## src/rtl/mem_arbiter_pkg.sv

```systemverilog
`default_nettype none
// ============================================================================
//  Module      : mem_arbiter_pkg
//  Description : Shared types and constants for the data-memory arbiter.
//                State encoding and requester indices are also used by the
//                processor state machine.
//  Revision    : 1.0  initial release
// ============================================================================
package mem_arbiter_pkg;

    // Arbiter sequencing states
    typedef enum logic [1:0] {
        ST_IDLE  = 2'd0,
        ST_ISSUE = 2'd1,
        ST_WAIT  = 2'd2,
        ST_RESP  = 2'd3
    } arb_state_t;

    // Requester indices: port 0 is instruction fetch, port 1 is operand/store
    localparam logic c_req_fetch = 1'b0;
    localparam logic c_req_data  = 1'b1;

    // Supported read-latency range and the counter that walks it
    localparam int c_max_mem_lat = 4;
    localparam int c_lat_cnt_w   = 2;

    // One-hot acknowledge vector {ack1, ack0} for a given owner index
    function automatic logic [1:0] ack_onehot(input logic owner);
        return (owner == c_req_data) ? 2'b10 : 2'b01;
    endfunction

endpackage
`default_nettype wire

```

## src/rtl/mem_arbiter_arb_rr2.sv

```systemverilog
`default_nettype none
// ============================================================================
//  Module      : mem_arbiter_arb_rr2
//  Description : Combinational two-way round-robin picker. A lone request
//                wins outright; on a tie the requester that did not win last
//                time is chosen.
//  Revision    : 1.0  initial release
// ============================================================================
module mem_arbiter_arb_rr2
    import mem_arbiter_pkg::*;
(
    input  logic req0,
    input  logic req1,
    input  logic last_grant,
    output logic valid,
    output logic winner
);

    // Pick a winner from the two request lines and the previous owner
    always_comb begin
        valid  = req0 | req1;
        winner = c_req_fetch;
        if (req0 && req1) begin
            winner = ~last_grant;
        end else if (req1) begin
            winner = c_req_data;
        end
    end

endmodule
`default_nettype wire

```

## src/rtl/mem_arbiter.sv

```systemverilog
`default_nettype none
// ============================================================================
//  Module      : mem_arbiter
//  Description : Two-requester arbiter and sequencer for the single-port data
//                memory. Serves one transaction at a time, drives the memory
//                port and returns read data with a one-cycle ack pulse.
//  Revision    : 1.0  initial release
// ============================================================================
module mem_arbiter
    import mem_arbiter_pkg::*;
#(
    parameter int DATA_W  = 16,
    parameter int ADDR_W  = 16,
    parameter int MEM_LAT = 1
) (
    input  logic              clk,
    input  logic              reset,
    input  logic              req0,
    input  logic              req1,
    input  logic              we0,
    input  logic              we1,
    input  logic [ADDR_W-1:0] addr0,
    input  logic [ADDR_W-1:0] addr1,
    input  logic [DATA_W-1:0] wdata0,
    input  logic [DATA_W-1:0] wdata1,
    output logic              ack0,
    output logic              ack1,
    output logic [DATA_W-1:0] rdata,
    output logic              gnt,
    output logic              busy,
    output logic              mem_en,
    output logic              mem_we,
    output logic [ADDR_W-1:0] mem_addr,
    output logic [DATA_W-1:0] mem_wdata,
    input  logic [DATA_W-1:0] mem_rdata
);

    // Refuse to build with a latency the wait counter cannot represent
    generate
        if ((MEM_LAT < 1) || (MEM_LAT > c_max_mem_lat)) begin : g_bad_mem_lat
            $error("mem_arbiter: MEM_LAT must be within 1..%0d", c_max_mem_lat);
        end
    endgenerate

    // Counter start value so that WAIT lasts exactly MEM_LAT cycles
    localparam logic [c_lat_cnt_w-1:0] c_lat_init = c_lat_cnt_w'(MEM_LAT - 1);

    arb_state_t               r_state;
    logic                     r_last_grant;
    logic                     r_we;
    logic [c_lat_cnt_w-1:0]   r_lat_cnt;

    logic                     w_valid;
    logic                     w_winner;
    logic                     w_sel_we;
    logic [ADDR_W-1:0]        w_sel_addr;
    logic [DATA_W-1:0]        w_sel_wdata;

    mem_arbiter_arb_rr2 u_arb_rr2 (
        .req0       (req0),
        .req1       (req1),
        .last_grant (r_last_grant),
        .valid      (w_valid),
        .winner     (w_winner)
    );

    // Route the winning requester's fields toward the grant latches
    always_comb begin
        w_sel_we    = we0;
        w_sel_addr  = addr0;
        w_sel_wdata = wdata0;
        if (w_winner == c_req_data) begin
            w_sel_we    = we1;
            w_sel_addr  = addr1;
            w_sel_wdata = wdata1;
        end
    end

    // Sequencer: arbitrate, issue, wait for read data, acknowledge.
    // mem_addr/mem_wdata double as the address/data latches: they are only
    // loaded at grant time and otherwise hold their last value.
    always_ff @(posedge clk or negedge reset) begin
        if (!reset) begin
            r_state      <= ST_IDLE;
            r_last_grant <= c_req_data;
            r_we         <= 1'b0;
            r_lat_cnt    <= '0;
            gnt          <= c_req_fetch;
            busy         <= 1'b0;
            ack0         <= 1'b0;
            ack1         <= 1'b0;
            rdata        <= '0;
            mem_en       <= 1'b0;
            mem_we       <= 1'b0;
            mem_addr     <= '0;
            mem_wdata    <= '0;
        end else begin
            // Strobes are single-cycle unless re-asserted below
            ack0   <= 1'b0;
            ack1   <= 1'b0;
            mem_en <= 1'b0;
            mem_we <= 1'b0;

            case (r_state)
                ST_IDLE: begin
                    if (w_valid) begin
                        r_we         <= w_sel_we;
                        r_last_grant <= w_winner;
                        gnt          <= w_winner;
                        busy         <= 1'b1;
                        mem_en       <= 1'b1;
                        mem_we       <= w_sel_we;
                        mem_addr     <= w_sel_addr;
                        mem_wdata    <= w_sel_wdata;
                        r_state      <= ST_ISSUE;
                    end
                end

                ST_ISSUE: begin
                    if (r_we) begin
                        {ack1, ack0} <= ack_onehot(gnt);
                        r_state      <= ST_RESP;
                    end else begin
                        r_lat_cnt <= c_lat_init;
                        r_state   <= ST_WAIT;
                    end
                end

                ST_WAIT: begin
                    if (r_lat_cnt == '0) begin
                        rdata        <= mem_rdata;
                        {ack1, ack0} <= ack_onehot(gnt);
                        r_state      <= ST_RESP;
                    end else begin
                        r_lat_cnt <= r_lat_cnt - 1'b1;
                    end
                end

                ST_RESP: begin
                    // Requests are not looked at here; a held req is
                    // re-arbitrated from IDLE as a fresh transaction
                    busy    <= 1'b0;
                    r_state <= ST_IDLE;
                end

                default: begin
                    busy    <= 1'b0;
                    r_state <= ST_IDLE;
                end
            endcase
        end
    end

endmodule
`default_nettype wire

```

## config.mk

```make
export PLATFORM = sky130hd
export DESIGN_NAME = mem_arbiter
export DESIGN_NICKNAME = d
export VERILOG_FILES = /design/src/rtl/mem_arbiter_pkg.sv /design/src/rtl/mem_arbiter_arb_rr2.sv /design/src/rtl/mem_arbiter.sv
export SDC_FILE = /design/constraint.sdc
export NUM_CORES = 1
export LEC_CHECK = 0
export CAP_MARGIN = 20
export CORE_UTILIZATION = 43
export CTS_CLUSTER_DIAMETER = 60
export CTS_CLUSTER_SIZE = 8
export DETAILED_ROUTE_END_ITERATION = 8
export GPL_ROUTABILITY_DRIVEN = 0
export PLACE_DENSITY = 0.86
export SKIP_CTS_REPAIR_TIMING = 1
export SLEW_MARGIN = 20
export SYNTH_ARGS = -nofsm -noshare
export SYNTH_HDL_FRONTEND = slang
export SYNTH_SLANG_ARGS = --single-unit
```

## constraint.sdc

```tcl
create_clock -name clk -period 4.5 [get_ports clk]
set_input_delay 0.9 -clock clk [delete_from_list [all_inputs] [get_ports clk]]
set_output_delay 0.9 -clock clk [all_outputs]
set_load 0.02 [all_outputs]
```

# --- After elaboration in Yosys (flattened, before gate mapping) ---
# Index checks and enable logic that the tools add are counted.
totals:
  register_bits: 60
  latch_bits: 0
  ramBits: 0
  mem_bits_ro: 0
  input_bits: 86
  output_inout_bits: 54
  word_cells: 58
  mem_count: 0
op_classes:
  add_sub_neg: 1
  n_mul: 0
  div_mod_pow: 0
  magnitude_cmp: 0
  n_eq_ne: 7
  shift: 0
  mux: 25
  bitwise: 2
  reduce_logical: 10
op_table:
  columns: ["operator", "count"]
  rows:
  - ["2-to-1 mux 16 bit", 2]
  - ["2-to-1 mux 1 bit", 13]
  - ["2-to-1 mux 2 bit", 5]
  - ["one-hot mux 2 bit (4 select lines)", 1]
  - ["AND reduction 2 bit", 4]
  - ["!= test 2 bit, second input constant", 3]
  - ["one-hot mux 1 bit (2 select lines)", 3]
  - ["== test 2 bit, second input constant", 2]
  - ["logical NOT 2 bit", 2]
  - ["one-hot mux 2 bit (2 select lines)", 1]
  - ["nonzero test 2 bit", 2]
  - ["AND reduction 3 bit", 1]
  - ["== test 2 x 1 -> 1 bit, second input constant", 1]
  - ["!= test 2 x 1 -> 1 bit, second input constant", 1]
  - ["subtractor 2 x 1 -> 2 bit, second input constant", 1]
  - ["logical AND 1 bit", 1]
  - ["inverter 1 bit", 1]
  - ["OR 1 bit", 1]

# --- Longest topological paths before layout ---
logic_depth:
  ltp_word: 5
  ltp_mapped: 8
  mapped_depth_nobuf: 6

# --- Hierarchy ---
# From an unflattened synthesis, not the netlist that was laid out.
unflattened:
  cells_unflattened: 230
  hier_area_um2: 2700.1
by_module_without_submodules:
  columns: ["mod", "n_inst", "cells_each", "area_per_inst_um2", "seq_area_each_um2"]
  rows:
  - ["mem_arbiter", 1, 228, 2686.3, 1502.7]
  - ["mem_arbiter_arb_rr2", 1, 2, 13.8, 0.0]

# --- Worst setup path after synthesis ---
# OpenSTA, ideal clock, no wires.
synth_timing:
  path_kind: "input to register"
  start: "input req1"
  end: "register mem_addr[15]"
  setup_ps: 120
  arrival_ps: 1502
  required_ps: 4380
  path_slack_ps: 2878
  cell_stages: 5
  cell_sequence: "o21ai_4 > inv_4 > buf_2 > nor2_1 > a21oi_2"
synth_between:
  elab_chain_cells: 3
  word_cells_on_any_way: 6
synth_lines:
  columns: ["element", "line", "source"]
  rows:
  - ["start, declared", "mem_arbiter.sv:19", "input logic req1,"]
  - ["2-to-1 mux 1 bit / logical AND 1 bit (equally long branches)", "mem_arbiter_arb_rr2.sv:25, mem_arbiter_arb_rr2.sv:23", null]
  - ["2-to-1 mux 1 bit", "mem_arbiter_arb_rr2.sv:23", "if (req0 && req1) begin"]
  - ["2-to-1 mux 16 bit", "mem_arbiter.sv:72", "if (w_winner == c_req_data) begin"]
  - ["end signal, assigned", "mem_arbiter.sv:113", "mem_addr <= w_sel_addr;"]
  - ["end, declared", "mem_arbiter.sv:33", "output logic [ADDR_W-1:0] mem_addr,"]
# Parallel ways exist; a longest one is shown, timed or not.
# A chain may end at the register's enable or synchronous reset.

# --- Worst setup path in the final report ---
layout_timing:
  start: "input req0"
  end: "register mem_wdata[5]"
layout_between:
  elab_chain_cells: 3
  word_cells_on_any_way: 5
layout_lines:
  columns: ["element", "line", "source"]
  rows:
  - ["start, declared", "mem_arbiter.sv:18", "input logic req0,"]
  - ["logical AND 1 bit", "mem_arbiter_arb_rr2.sv:23", null]
  - ["2-to-1 mux 1 bit", "mem_arbiter_arb_rr2.sv:23", null]
  - ["2-to-1 mux 16 bit", "mem_arbiter.sv:72", null]
  - ["end signal, assigned", "mem_arbiter.sv:114", "mem_wdata <= w_sel_wdata;"]
  - ["end, declared", "mem_arbiter.sv:34", "output logic [DATA_W-1:0] mem_wdata,"]
# Parallel ways exist; a longest one is shown, timed or not.

==> load_flow_metrics.sql <==
INSERT INTO impl_metrics (metric_group, metric, value, unit) VALUES
('synth', 'post_synth_num_cell_types', '26', ''),
('synth', 'synth.ff_latch_count', '60', ''),
('placement', 'place.detailed.hpwl', '5341', 'um'),
('clocking', 'tritoncts', 'built', ''),
('run_status', 'outcome', 'finished, final reports clean', ''),
('clocking', 'clock_path_buffers', '2', ''),
('routing', 'wire_per_inst', '15.28', 'um'),
('sta', 'final_min_period_over_clock_period', '53.08', '%'),
('synth', 'synthesis.yosys.warnings', '0', ''),
('sta', 'finalClockSkew', '0.005619', 'ns'),
('floorplanning', 'io_pins', '140', ''),
('clocking', 'cts-buffers-inserted', '9', ''),
('grt', 'global_route.usage.total', '21.78', '%'),
('clocking', 'root_buffer', 'clkbuf_8', ''),
('setup_path', 'cp-start-kind', 'input pin', ''),
('floorplanning', 'initial_utilization', '45.29', '%'),
('pwr', 'ir_worst_vdd', '0.0004019', 'V'),
('grt', 'grt_pass1_vias', '2322', ''),
('finish', 'final_util', '72.45', '%'),
('finish', 'inserted_diodes', '0', ''),
('min_path', 'worstHoldStart', 'gnt', ''),
('setup_path', 'critPathCaptureType', 'register', ''),
('floorplanning', 'fp.dieH', '81.67', 'um'),
('finish', 'fillerInstances', '459', ''),
('routing', 'first_iter_violations', '109', ''),
('synth', 'postSynthNetCount', '353', ''),
('sta', 'fmax', '0.4186', 'GHz'),
('floorplanning', 'row_count', '28', ''),
('setup_path', 'worstRegToRegCells', '6', ''),
('sta', 'slew_headroom', '61.30', '%'),
('min_path', 'worst_hold_path.num_cells', '1', ''),
('synth', 'yosysSeqAreaShare', '55.07', '%'),
('synth', 'netlist_area', '0.002729', 'mm^2'),
('sta', 'final-setup-viol-count', '0', ''),
('sta', 'timing.final.ws_setup', '2.111', 'ns'),
('setup_path', 'rr_startpoint', 'r_state[0]', ''),
('run', 'max-cap-violations', '0', ''),
('sta', 'finalMaxSlewViolations', '0', ''),
('setup_path', 'worstReg2RegEnd', 'mem_addr[10]', ''),
('pwr', 'power.static_leakage', '1.840', 'nW'),
('sta', 'layout_min_cycle_time', '2.389', 'ns'),
('setup_path', 'worst_ep_arrival_time', '2.65', 'ns'),
('placement', 'placement.setup.worst_slack', '1.657', 'ns'),
('min_path', 'hold_path_class', 'register to register', ''),
('finish', 'drive_gt1_share', '15.52', '%'),
('routing', 'finalWirelength', '7348', 'um'),
('clocking', 'cts-htree-levels', '3', ''),
('pwr', 'pwr_density_cell', '700.7', 'mW/mm^2'),
('sta', 'report.final.hold_viol_count', '0', ''),
('finish', 'area_growth', '59.97', '%'),
('placement', 'placement.io_buffers', '139', ''),
('clocking', 'tritoncts_num_sinks', '60', ''),
('synth', 'syn_area_per_cell', '10.42', 'um^2'),
('grt', 'grt_start_max_net_pins', '40', ''),
('min_path', 'hold_end', 'ack0', ''),
('grt', 'global_route.overflow_total', '0', ''),
('routing', 'ant_nets', '0', ''),
('setup_path', 'worstPathMaxFanout', '18', ''),
('sta', 'totalNegativeSetupSlack', '0', 'ns'),
('floorplanning', 'dieArea', '0.006669', 'mm^2'),
('grt', 'grt_antenna_before_repair', '0', ''),
('clocking', 'clock_insertion_delay_worst_skew', '0.33', 'ns'),
('floorplanning', 'dieWidth', '81.67', 'um'),
('sta', 'tightest_slew', '0.5791', 'ns'),
('setup_path', 'crit_required', '4.76', 'ns'),
('finish', 'finalNonFillerCells', '481', ''),
('finish', 'total_nets_final', '492', ''),
('routing', 'viasPerCell', '5.148', ''),
('floorplanning', 'core_area', '0.006026', 'mm^2'),
('clocking', 'cts.clk_slew.worst_paths', '0.06', 'ns'),
('synth', 'synth_cells', '262', ''),
('sta', 'setup_repair_after_global_routing_missed_its_margin', 'false', ''),
('grt', 'grt_pass1_wl', '10700', 'um'),
('setup_path', 'r2r_slack', '2.64', 'ns'),
('placement', 'dp.cells', '464', ''),
('routing', 'drt_first_pass_iters', '4', ''),
('pwr', 'power.total', '0.003059', 'W'),
('routing', 'via_count', '2476', ''),
('setup_path', 'timing_worst_setup_path_type', 'input pin to register', ''),
('routing', 'drc_errors', '0', '');
cells in the mapped netlist:
cell / instances / area [um^2]
a21boi_4: 1 / 18.77
nand2_2: 1 / 6.260
o21ai_4: 1 / 16.27
nand3_1: 2 / 10.01
nand2_1: 35 / 131.4
nor2_1: 39 / 146.4
o22a_1: 1 / 8.760
a21oi_2: 20 / 175.2
a21oi_1: 48 / 240.2
inv_1: 5 / 18.77
mux2i_1: 2 / 20.02
buf_4: 4 / 30.03
nand2b_1: 1 / 6.260
mux2_2: 18 / 202.7
dfstp_2: 1 / 26.28
buf_2: 7 / 35.03
o21ai_1: 1 / 5.000
ha_1: 5 / 62.56
nor2b_1: 1 / 6.260
dfrtp_1: 59 / 1476
inv_4: 1 / 6.260
and3_1: 1 / 6.260
a31oi_1: 2 / 12.51
o22ai_1: 1 / 6.260
a21bo_1: 1 / 10.01
buf_6: 4 / 45.04
power by group:
part / switching [W] / internal (W) / total [W] / leakage [nW]
Sequential: 0.000150 / 0.000806 / 0.000956 / 0.693
Clock: 0.000206 / 0.000324 / 0.000530 / 0.113
Combinational: 0.000814 / 0.000759 / 0.00157 / 1.03
Total: 0.00117 / 0.00189 / 0.00306 / 1.84
how the worst max path moves through the flow:
stage / cells past startpoint / endpoint / startpoint / slack (ns)
2_1_floorplan: 5 / mem_addr[15] / req1 / 2.88
5_1_grt: 5 / mem_wdata[11] / req0 / 1.98
3_3_place_gp: 4 / mem_wdata[0] / req1 / 1.69
4_1_cts: 4 / mem_addr[10] / req1 / 1.96
3_5_place_dp: 4 / mem_addr[14] / req1 / 1.66
6_report: 5 / mem_wdata[5] / req0 / 2.11
final cells by class:
cell class / instances / area, um^2 / area share, %
Inverter: 6 / 25.02 / 0.5732
Tap cell: 75 / 93.84 / 2.150
Timing Repair Buffer: 143 / 1436 / 32.90
Clock inverter: 5 / 75.07 / 1.720
Multi-Input combinational cell: 181 / 1091 / 24.99
Clock buffer: 11 / 141.4 / 3.239
Sequential cell: 60 / 1503 / 34.42
per-layer routing:
| metal | share of wire (%) | vias to the layer above | global-route usage, % |
|---|---|---|---|
| met1 | 38 | 1187 | 22.91 |
| met4 | 2.0 | 0 | 10.88 |
| li1 | - | 1158 | - |
| met5 | 0 | - | 0 |
| met3 | 8.8 | 14 | 6.444 |
| met2 | 51 | 117 | 39.33 |
sequential cells by signal, indices dropped and copies added, names as in the netlist:
| register | flops |
|---|---|
| mem_en | 1 |
| r_state | 2 |
| r_lat_cnt | 2 |
| r_we | 1 |
| gnt | 1 |
| rdata | 16 |
| mem_addr | 16 |
| mem_we | 1 |
| mem_wdata | 16 |
| busy | 1 |
| ack1 | 1 |
| ack0 | 1 |
| r_last_grant | 1 |
logic make-up (layout without fill, tap and decap cells):
group / count (synthesis) / after routing / share of synthesized area, %
simple gates: 80 / 80 / 11.46
flops: 60 / 60 / 55.07
buf+inv: 21 / 165 / 4.952
compound gates: 76 / 76 / 18.07
fa+ha+maj: 5 / 5 / 2.293
mux: 20 / 20 / 8.161
worst max-delay path: stages:
cell and delay (ns):
clkdlybuf4s50_1 0.65, a21bo_1 0.53, buf_4 0.34, nand2_1 0.10, a21oi_2 0.12
placed cells by master, fill, tap and decap left out, types with 2 or more instances in the layout:
| cell type | Yosys | routed |
|---|---|---|
| mux2_2 | 18 | 18 |
| buf_4 | 4 | 3 |
| clkbuf_8 | 0 | 10 |
| inv_1 | 5 | 5 |
| clkdlybuf4s50_1 | 0 | 138 |
| nand3_1 | 2 | 2 |
| a21oi_1 | 48 | 48 |
| ha_1 | 5 | 5 |
| a21oi_2 | 20 | 20 |
| clkinv_2 | 0 | 3 |
| nand2_1 | 35 | 35 |
| mux2i_1 | 2 | 2 |
| bufinv_16 | 0 | 2 |
| a31oi_1 | 2 | 2 |
| dfrtp_1 | 59 | 59 |
| nor2_1 | 39 | 39 |
per-stage QoR:
step,hold WS (ns),cell area [um^2]
after floorplan,0.4510,2729
after global placement,0.4461,4121
after detailed placement,0.4571,4121
after CTS,0.4665,4338
after global routing,0.4831,4365
final,0.4576,4365
Power figures use the tool's default switching activity.
